`config.mk`:
```
export PLATFORM = sky130hd
export DESIGN_NAME = fetch_queue
export DESIGN_NICKNAME = d
export VERILOG_FILES = /design/src/rtl/fq_pkg.sv /design/src/rtl/fq_ring.sv /design/src/rtl/fetch_queue.sv
export SDC_FILE = /design/constraint.sdc
export NUM_CORES = 1
export LEC_CHECK = 0
export CAP_MARGIN = 25
export CORE_MARGIN = 3
export CORE_UTILIZATION = 43
export CTS_CLUSTER_SIZE = 8
export DETAILED_ROUTE_END_ITERATION = 6
export HOLD_SLACK_MARGIN = 0.03
export PLACE_DENSITY = 0.74
export SETUP_SLACK_MARGIN = 0.2
export SYNTH_ARGS = -nofsm -noshare
export SYNTH_HDL_FRONTEND = slang
export SYNTH_HIERARCHICAL = 1
export SYNTH_SLANG_ARGS = --single-unit
```
`constraint.sdc`:
```
create_clock -name clk -period 4.1 [get_ports clk]
set_input_delay 0.615 -clock clk [delete_from_list [all_inputs] [get_ports clk]]
set_output_delay 0.615 -clock clk [all_outputs]
set_load 0.02 [all_outputs]
```
`src/rtl/fq_pkg.sv`:
```
// Shared types and constants for the instruction-fetch queue.
package fq_pkg;

  localparam int          FQ_XLEN     = 32;
  localparam int          INSTR_BYTES = 4;
  localparam logic [31:0] NOP_INSTR   = 32'h0000_0013;

  typedef struct packed {
    logic [FQ_XLEN-1:0] pc;
    logic [FQ_XLEN-1:0] ir;
  } fq_entry_t;

endpackage

```
`src/rtl/fq_ring.sv`:
```
// DEPTH-entry circular buffer of {pc, ir} pairs; pointers wrap naturally since DEPTH is a power of two.
module fq_ring
  import fq_pkg::*;
#(
  parameter  int DEPTH = 4,
  localparam int PW    = $clog2(DEPTH),
  localparam int CW    = $clog2(DEPTH + 1)
) (
  input  logic            clk,
  input  logic            rst,
  input  logic            push,
  input  logic            pop,
  input  logic            clear,
  input  fq_entry_t       wr_entry,
  output fq_entry_t       rd_entry,
  output logic [CW-1:0]   count
);

  logic [PW-1:0] head;
  logic [PW-1:0] tail;
  fq_entry_t     mem [DEPTH];

  always_ff @(posedge clk or posedge rst) begin
    if (rst) begin
      head  <= '0;
      tail  <= '0;
      count <= '0;
    end else if (clear) begin
      head  <= '0;
      tail  <= '0;
      count <= '0;
    end else begin
      if (push) tail <= tail + 1'b1;
      if (pop)  head <= head + 1'b1;
      case ({push, pop})
        2'b10:   count <= count + 1'b1;
        2'b01:   count <= count - 1'b1;
        default: ;
      endcase
    end
  end

  // Storage carries no reset; consumers gate it with the occupancy.
  always_ff @(posedge clk) begin
    if (push && !clear) mem[tail] <= wr_entry;
  end

  assign rd_entry = mem[head];

endmodule

```
`src/rtl/fetch_queue.sv`:
```
// Fetch front end: PC generator, in-order imem credit/drop tracking and a {pc, ir} queue to ID.
// Optional FQ_BYPASS_EN lets a response reach ID in its arrival cycle when the queue is empty.
module fetch_queue
  import fq_pkg::*;
#(
  parameter int               XLEN     = 32,
  parameter int               DEPTH    = 4,
  parameter int               MAX_OUTS = 2,
  parameter logic [XLEN-1:0]  RESET_PC = '0
) (
  input  logic            clk,
  input  logic            rst,
  output logic            imem_req,
  output logic [XLEN-1:0] imem_addr,
  input  logic            imem_rvalid,
  input  logic [XLEN-1:0] imem_rdata,
  input  logic            redirect,
  input  logic [XLEN-1:0] redirect_pc,
  output logic            id_valid,
  output logic [XLEN-1:0] id_ir,
  output logic [XLEN-1:0] id_pc,
  input  logic            id_ready
);

  localparam int CW = $clog2(DEPTH + 1);
  localparam int OW = $clog2(MAX_OUTS + 1);

  logic [XLEN-1:0] fetch_pc;
  logic [XLEN-1:0] resp_pc;
  logic [OW-1:0]   inflight;
  logic [OW-1:0]   drop;
  logic [OW-1:0]   live;
  logic [CW-1:0]   count;
  logic            rsp_live;
  logic            push;
  logic            pop;
  logic            credit_ok;
  logic            outs_ok;
  fq_entry_t       rsp_entry;
  fq_entry_t       head_entry;
  fq_entry_t       head_sel;

  function automatic logic [XLEN-1:0] pc_inc(input logic [XLEN-1:0] pc);
    return pc + XLEN'(INSTR_BYTES);
  endfunction

  assign live      = inflight - drop;
  assign credit_ok = (32'(count) + 32'(live)) < DEPTH;
  assign outs_ok   = 32'(inflight) < MAX_OUTS;
  assign imem_req  = !rst && !redirect && credit_ok && outs_ok;
  assign imem_addr = fetch_pc;

  // A response in a redirect cycle belongs to the old path and is discarded.
  assign rsp_live  = imem_rvalid && (drop == '0) && !redirect;
  assign rsp_entry = '{pc: FQ_XLEN'(resp_pc), ir: FQ_XLEN'(imem_rdata)};

`ifdef FQ_BYPASS_EN
  logic bypass;
  assign bypass   = rsp_live && (count == '0);
  assign id_valid = (count != '0) || bypass;
  assign head_sel = (count != '0) ? head_entry : rsp_entry;
  assign push     = rsp_live && !(bypass && id_ready);
  assign pop      = (count != '0) && id_ready && !redirect;
`else
  assign id_valid = (count != '0);
  assign head_sel = head_entry;
  assign push     = rsp_live;
  assign pop      = id_valid && id_ready && !redirect;
`endif

  assign id_pc = id_valid ? XLEN'(head_sel.pc) : '0;
  assign id_ir = id_valid ? XLEN'(head_sel.ir) : '0;

  // PC, credit and squash bookkeeping, updated at the end of each cycle
  always_ff @(posedge clk or posedge rst) begin
    if (rst) begin
      fetch_pc <= RESET_PC;
      resp_pc  <= RESET_PC;
      inflight <= '0;
      drop     <= '0;
    end else begin
      inflight <= inflight + OW'(imem_req) - OW'(imem_rvalid);
      if (redirect) begin
        fetch_pc <= redirect_pc;
        resp_pc  <= redirect_pc;
        drop     <= inflight - OW'(imem_rvalid);
      end else begin
        if (imem_req) fetch_pc <= pc_inc(fetch_pc);
        if (imem_rvalid) begin
          if (drop != '0) drop    <= drop - 1'b1;
          else            resp_pc <= pc_inc(resp_pc);
        end
      end
    end
  end

  fq_ring #(
    .DEPTH (DEPTH)
  ) u_ring (
    .clk      (clk),
    .rst      (rst),
    .push     (push),
    .pop      (pop),
    .clear    (redirect),
    .wr_entry (rsp_entry),
    .rd_entry (head_entry),
    .count    (count)
  );

endmodule

```
[Word-level counts from Yosys, hierarchy flattened]
Memories as Yosys holds them, arrays and structs flattened.
Index checks and enable logic that the tools add are counted.
Storage, ports and cells
  bits in registers: 75
  bits in latches: 0
  memory bits (writable): 256
  bits in read-only memories: 0
  input bits: 69
  output and inout bits: 98
  logic and storage cells: 64
  memories: 1
Operators by class
  $add $sub $neg: 12
  multiply operators: 0
  div/mod/pow operators: 0
  order comparisons: 2
  eq/ne operators: 3
  shift operators: 0
  muxes and demuxes: 18
  bitwise logic cells: 0
  reduce and logical (&&, ||, !) cells: 21
Memories
  u_ring.mem: depth 4, width 64, rd ports 1, clocked after memory_dff 0, write ports 1, RTL line fq_ring.sv:21  | fq_entry_t mem [DEPTH];
Operators with widths (number)
  $mux 32: 7
  $add 32x3->32 const B: 2
  $mux 2: 7
  $reduce_bool 2->1: 6
  $logic_and 1x1->1: 8
  $pmux 3 s2: 1
  $reduce_bool 3->1: 2
  $add 2x1->2 const B: 2
  $add 3x2->4: 1
  $lt 4x3->1 const B: 1
  $reduce_and 2->1: 2
  $sub 2x1->2: 2
  $add 3x1->3 const B: 1
  $mux 3: 1
  $sub 3x1->3 const B: 1
  $add 2x1->2: 1
  $eq 2x1->1 const B: 1
  $eq 2x2->1 const B: 1
  $logic_not 1->1: 2
  $logic_not 2->1: 1
  $lt 2x2->1 const B: 1
  $mux 1: 2
  $ne 2x2->1 const B: 1
  $sub 2x1->2 const B: 1
  $sub 2x2->2: 1

[Longest topological paths before layout]
  word-level depth: 7
  depth in mapped cells: 10
  mapped depth without buffers: 10

[By module]
The synthesis kept the hierarchy.
By module, submodules not included
  fq_ring: instances 1, cells an instance 376, area an instance 9660.5 µm²
  fetch_queue: instances 1, cells an instance 432, area an instance 4230.3 µm²

[Worst setup path before layout]
OpenSTA, ideal clock, no wires.
  path kind: input -> register
  start point: input redirect
  end point: memory u_ring/mem[0][0] (netlist name), enable pin
  setup time: 0.429 ns
  arrival: 2.787 ns
  data required time: 3.671 ns
  setup slack: 0.884 ns
  stages: 5
  cells stage by stage: clkbuf_1 > nor2_1 > buf_2 > nor2b_1 > and2_1
On the way
  cells in the longest elaborated chain, start to end: 5
RTL lines
  start, declared: RTL line fetch_queue.sv:17  | input logic redirect,
  $logic_not 1->1: RTL line fetch_queue.sv:54  | assign rsp_live = imem_rvalid && (drop == '0) && !redirect;
  $logic_and 1x1->1: RTL line fetch_queue.sv:54
  named net push: RTL line fetch_queue.sv:35  | logic push;
  $logic_and 1x1->1: RTL line fq_ring.sv:45  | if (push && !clear) mem[tail] <= wr_entry;
  $mux 1: RTL line fq_ring.sv:45
  $mux 1 (implied by the code): RTL line fq_ring.sv:45
  end, declared: RTL line fq_ring.sv:21
The timed path passes the listed nets, and every way through them passes these cells.

[Final worst setup path]
  start point: register drop[0]
  end point: output imem_req
On the way
  cells in the longest elaborated chain, start to end: 5
RTL lines
  start, declared: RTL line fetch_queue.sv:31  | logic [OW-1:0] drop;
  start signal, assigned: RTL line fetch_queue.sv:86  | drop <= inflight - OW'(imem_rvalid);
  start signal, assigned: RTL line fetch_queue.sv:90  | if (drop != '0) drop <= drop - 1'b1;
  $sub 2x2->2: RTL line fetch_queue.sv:47  | assign live = inflight - drop;
  $add 3x2->4: RTL line fetch_queue.sv:48  | assign credit_ok = (32'(count) + 32'(live)) < DEPTH;
  $lt 4x3->1: RTL line fetch_queue.sv:48
  $logic_and 1x1->1 (2 in series): RTL line fetch_queue.sv:50  | assign imem_req = !rst && !redirect && credit_ok && outs_ok;
  end, declared: RTL line fetch_queue.sv:13  | output logic imem_req,
Every way passes these cells.

==> run summary <==
VDD IR-drop max: 0.000280 V
Placer Congestion: 0.811
WS Path Type: flop to output port
area of the die: 0.0345 mm²
Final Hold Vio Count: 0
Clock Latency Late Sink: 0.53 ns
CTS Root Cell: clkbuf_16
setup bufs post-CTS: 0
initial antenna violation count: 1
Ys Warns: 6
largest family of logic cells by synthesized area: multiplexers
Inst Count DP: 1,357
DR iter-0 viols: 589
Critical Path Source: drop[0]
fin cells: 1,442
clock slew at reported path FFs: 0.05 ns
Max Slew Vio Count: 0
DRT antenna net count: 0
final setup violation count: 0
most common cell after layout, fill and taps aside: edfxtp_1
CTS resizes: 0
first-pass GRT wire length: 46.6 mm
die extent in x: 186 µm
Mapped Nets: 889
fraction of layout cells with a size suffix above 1: 0.179
Unique masters post-synth: 44
hold path cells: 0
Pwr Density: 520 mW/mm²
worst r2r path cells: 9
Hold Crit Endpoint: u_ring/mem[1][33]
DP HPWL: 19.5 mm
Mapped Avg Cell Area: 17.2 µm²
I/O pin count: 167
first-pass iteration count of the detailed router: 4
die height: 186 µm
Startpoint Class: flop
max frequency: 275 MHz
nets@finish: 1,086
setup TNS: 0 ns
filler cell count: 2,492
Initial Util: 0.438
Synth Area in Compound Gates: 0.0141
most frequent cells in the layout: edfxtp_1 (256), clkdlybuf4s50_1 (166), dfrtp_1 (73)
Synth Cell Area: 0.0139 mm²
pin count of the biggest net entering global routing: 69
clk sinks: 331
Crit. End Element: output port
vias per std cell: 5.35
H-tree level count: 2
MaxCap Viol Count: 0
Core ar.: 0.0317 mm²
Seq/Total Area, Yosys: 0.689
WP data arrival: 3.02 ns
CTS max path bufs: 3
static leakage: 5.92 nW
Final Skew: 0.0181 ns
Rel. slew slack: 0.456
number of synthesized register bits: 331
Tot Pwr: 9.06 mW
total routing usage reported by global routing: 0.176
vias in the first global route: 8,105
Post-Syn Instances: 808
row cnt: 65
reg2reg start: drop[0]
Worst-Margin Slew: 0.816 ns
CTS tree: yes
grt ovf: 0
R2R setup slack: 1.16 ns
footprint of the multi-input gates: 0.00409 mm²
Critical R2R Capture: imem_addr[29]
drc violations: 0
Simple-Gate Fraction of Synth Area: 0.0875
CTS Buf Count: 47
IO Port Bufs: 166
mux cell area share after synthesis: 0.141
detailed-route via count: 7,718
final worst-path cycle share: 0.887
Syn-to-layout area delta: 25.4%
WL per Instance: 20.9 µm
HP Class: flop to flop
overall routed net length: 30.2 mm
RSZ-0062 raised after global routing: no
critical path peak fanout: 5
Req. time, crit path: 3.48 ns
hold path start: resp_pc[1]
post-layout min period: 3.64 ns
Final Util: 0.549
CTS Hold Buffers Added: 0
Seq. cell area: 0.00957 mm²
status: finished clean
Synth Area in Adders: 0.0113
post-synthesis xor/xnor area fraction: 0.0404
==> through the flow <==
step	area (µm²)	hold slack, ns	setup slack [ns]
CTS	17400	0.523	0.442
finish	17400	0.534	0.464
global placement	16100	0.495	1.00
global route	17400	0.564	0.263
detailed placement	16100	0.513	0.998
floorplan	13900	0.418	0.884
==> kinds of logic after synthesis <==
logic type,after synthesis
simple gates,209
flops,331
mux,110
buf+inv,51
compound gates,31
xor+xnor,64
fa+ha+maj,12
==> layout make-up <==
| type | count | area share |
|---|---|---|
| sequential | 331 | 0.549 |
| antenna | 1 | 0.000144 |
| timing repair buffer | 183 | 0.108 |
| clock buffer | 81 | 0.0748 |
| multi-input combinational | 426 | 0.235 |
| inverter | 16 | 0.00345 |
| clock inverter | 2 | 0.000934 |
| tap | 402 | 0.0289 |
==> Yosys cell counts <==
master    instances  area [µm²]
mux2i_1           5        50.1
clkinv_1          1        3.75
and3_1           12        75.1
a21boi_0          8        60.1
inv_1            15        56.3
mux4_2           64        1440
buf_1             1        3.75
nand2b_1          6        37.5
and2_1           70         438
nor3b_1           3        22.5
buf_6             5        56.3
nand4_1          17         106
and3b_1           2        17.5
nor4_1            3        18.8
ha_1             11         138
o41ai_1           1        8.76
or4_4             1        11.3
dfrtp_1          75        1880
or4b_4            1        13.8
a41oi_1           2        17.5
a21oi_1           8        40.0
and4_1            5        43.8
or3_1             2        12.5
o21a_1            1        7.51
buf_4             2        15.0
nor2_1           22        82.6
o211a_1           1        10.0
xnor2_1          36         315
o21ai_0           9        45.0
nor3_1           12        60.1
nand3b_1          1        7.51
nand3_1          15        75.1
xor2_1           28         245
fa_1              1        20.0
buf_2             7        35.0
nand2_1          29         109
edfxtp_1        256        7690
or2_0             1        6.26
clkbuf_1         20        75.1
nor2b_1           3        18.8
nor4_2            3        37.5
a31oi_1           1        6.26
mux2_2           41         462
nor4_4            1        21.3
==> state kept, by name, indices dropped and copies added (netlist names) <==
name          count
resp_pc          32
u_ring/head       2
u_ring/count      3
drop              2
inflight          2
u_ring/mem      256
u_ring/tail       2
imem_addr        32
==> worst max-delay path, stage by stage (launching register included) <==
cell             delay [ns]
dfrtp_1                0.40
ha_1                   0.20
xnor2_1                0.14
xnor2_1                0.14
ha_1                   0.22
nor4_4                 0.35
nand2_1                0.18
nor2_1                 0.21
clkdlybuf4s50_1        0.66
==> worst max-delay path by stage <==
| stage | cells past startpoint | endpoint | slack, ns |
|---|---|---|---|
| 3_3_place_gp | 5 | imem_req | 1.00 |
| 3_5_place_dp | 5 | imem_req | 1.0 |
| 6_report | 8 | imem_req | 0.46 |
| 5_1_grt | 8 | imem_req | 0.26 |
| 2_1_floorplan | 5 | u_ring/mem[0][0] | 0.88 |
| 4_1_cts | 8 | imem_req | 0.44 |
==> power breakdown <==
part | switching [mW] | internal (mW)
registers | 0.200 | 3.81
clock network | 1.30 | 2.13
logic | 0.799 | 0.820
total | 2.30 | 6.76
==> routing by layer <==
metal | wire length, µm | track usage | part of all wire
met2 | 14300 | 0.284 | 0.47
met5 | 0 | 0 | 0
met1 | 13400 | 0.248 | 0.44
met3 | 2030 | 0.0393 | 0.067
met4 | 483 | 0.0420 | 0.016
No activity file was read; power rests on OpenSTA's default activity.
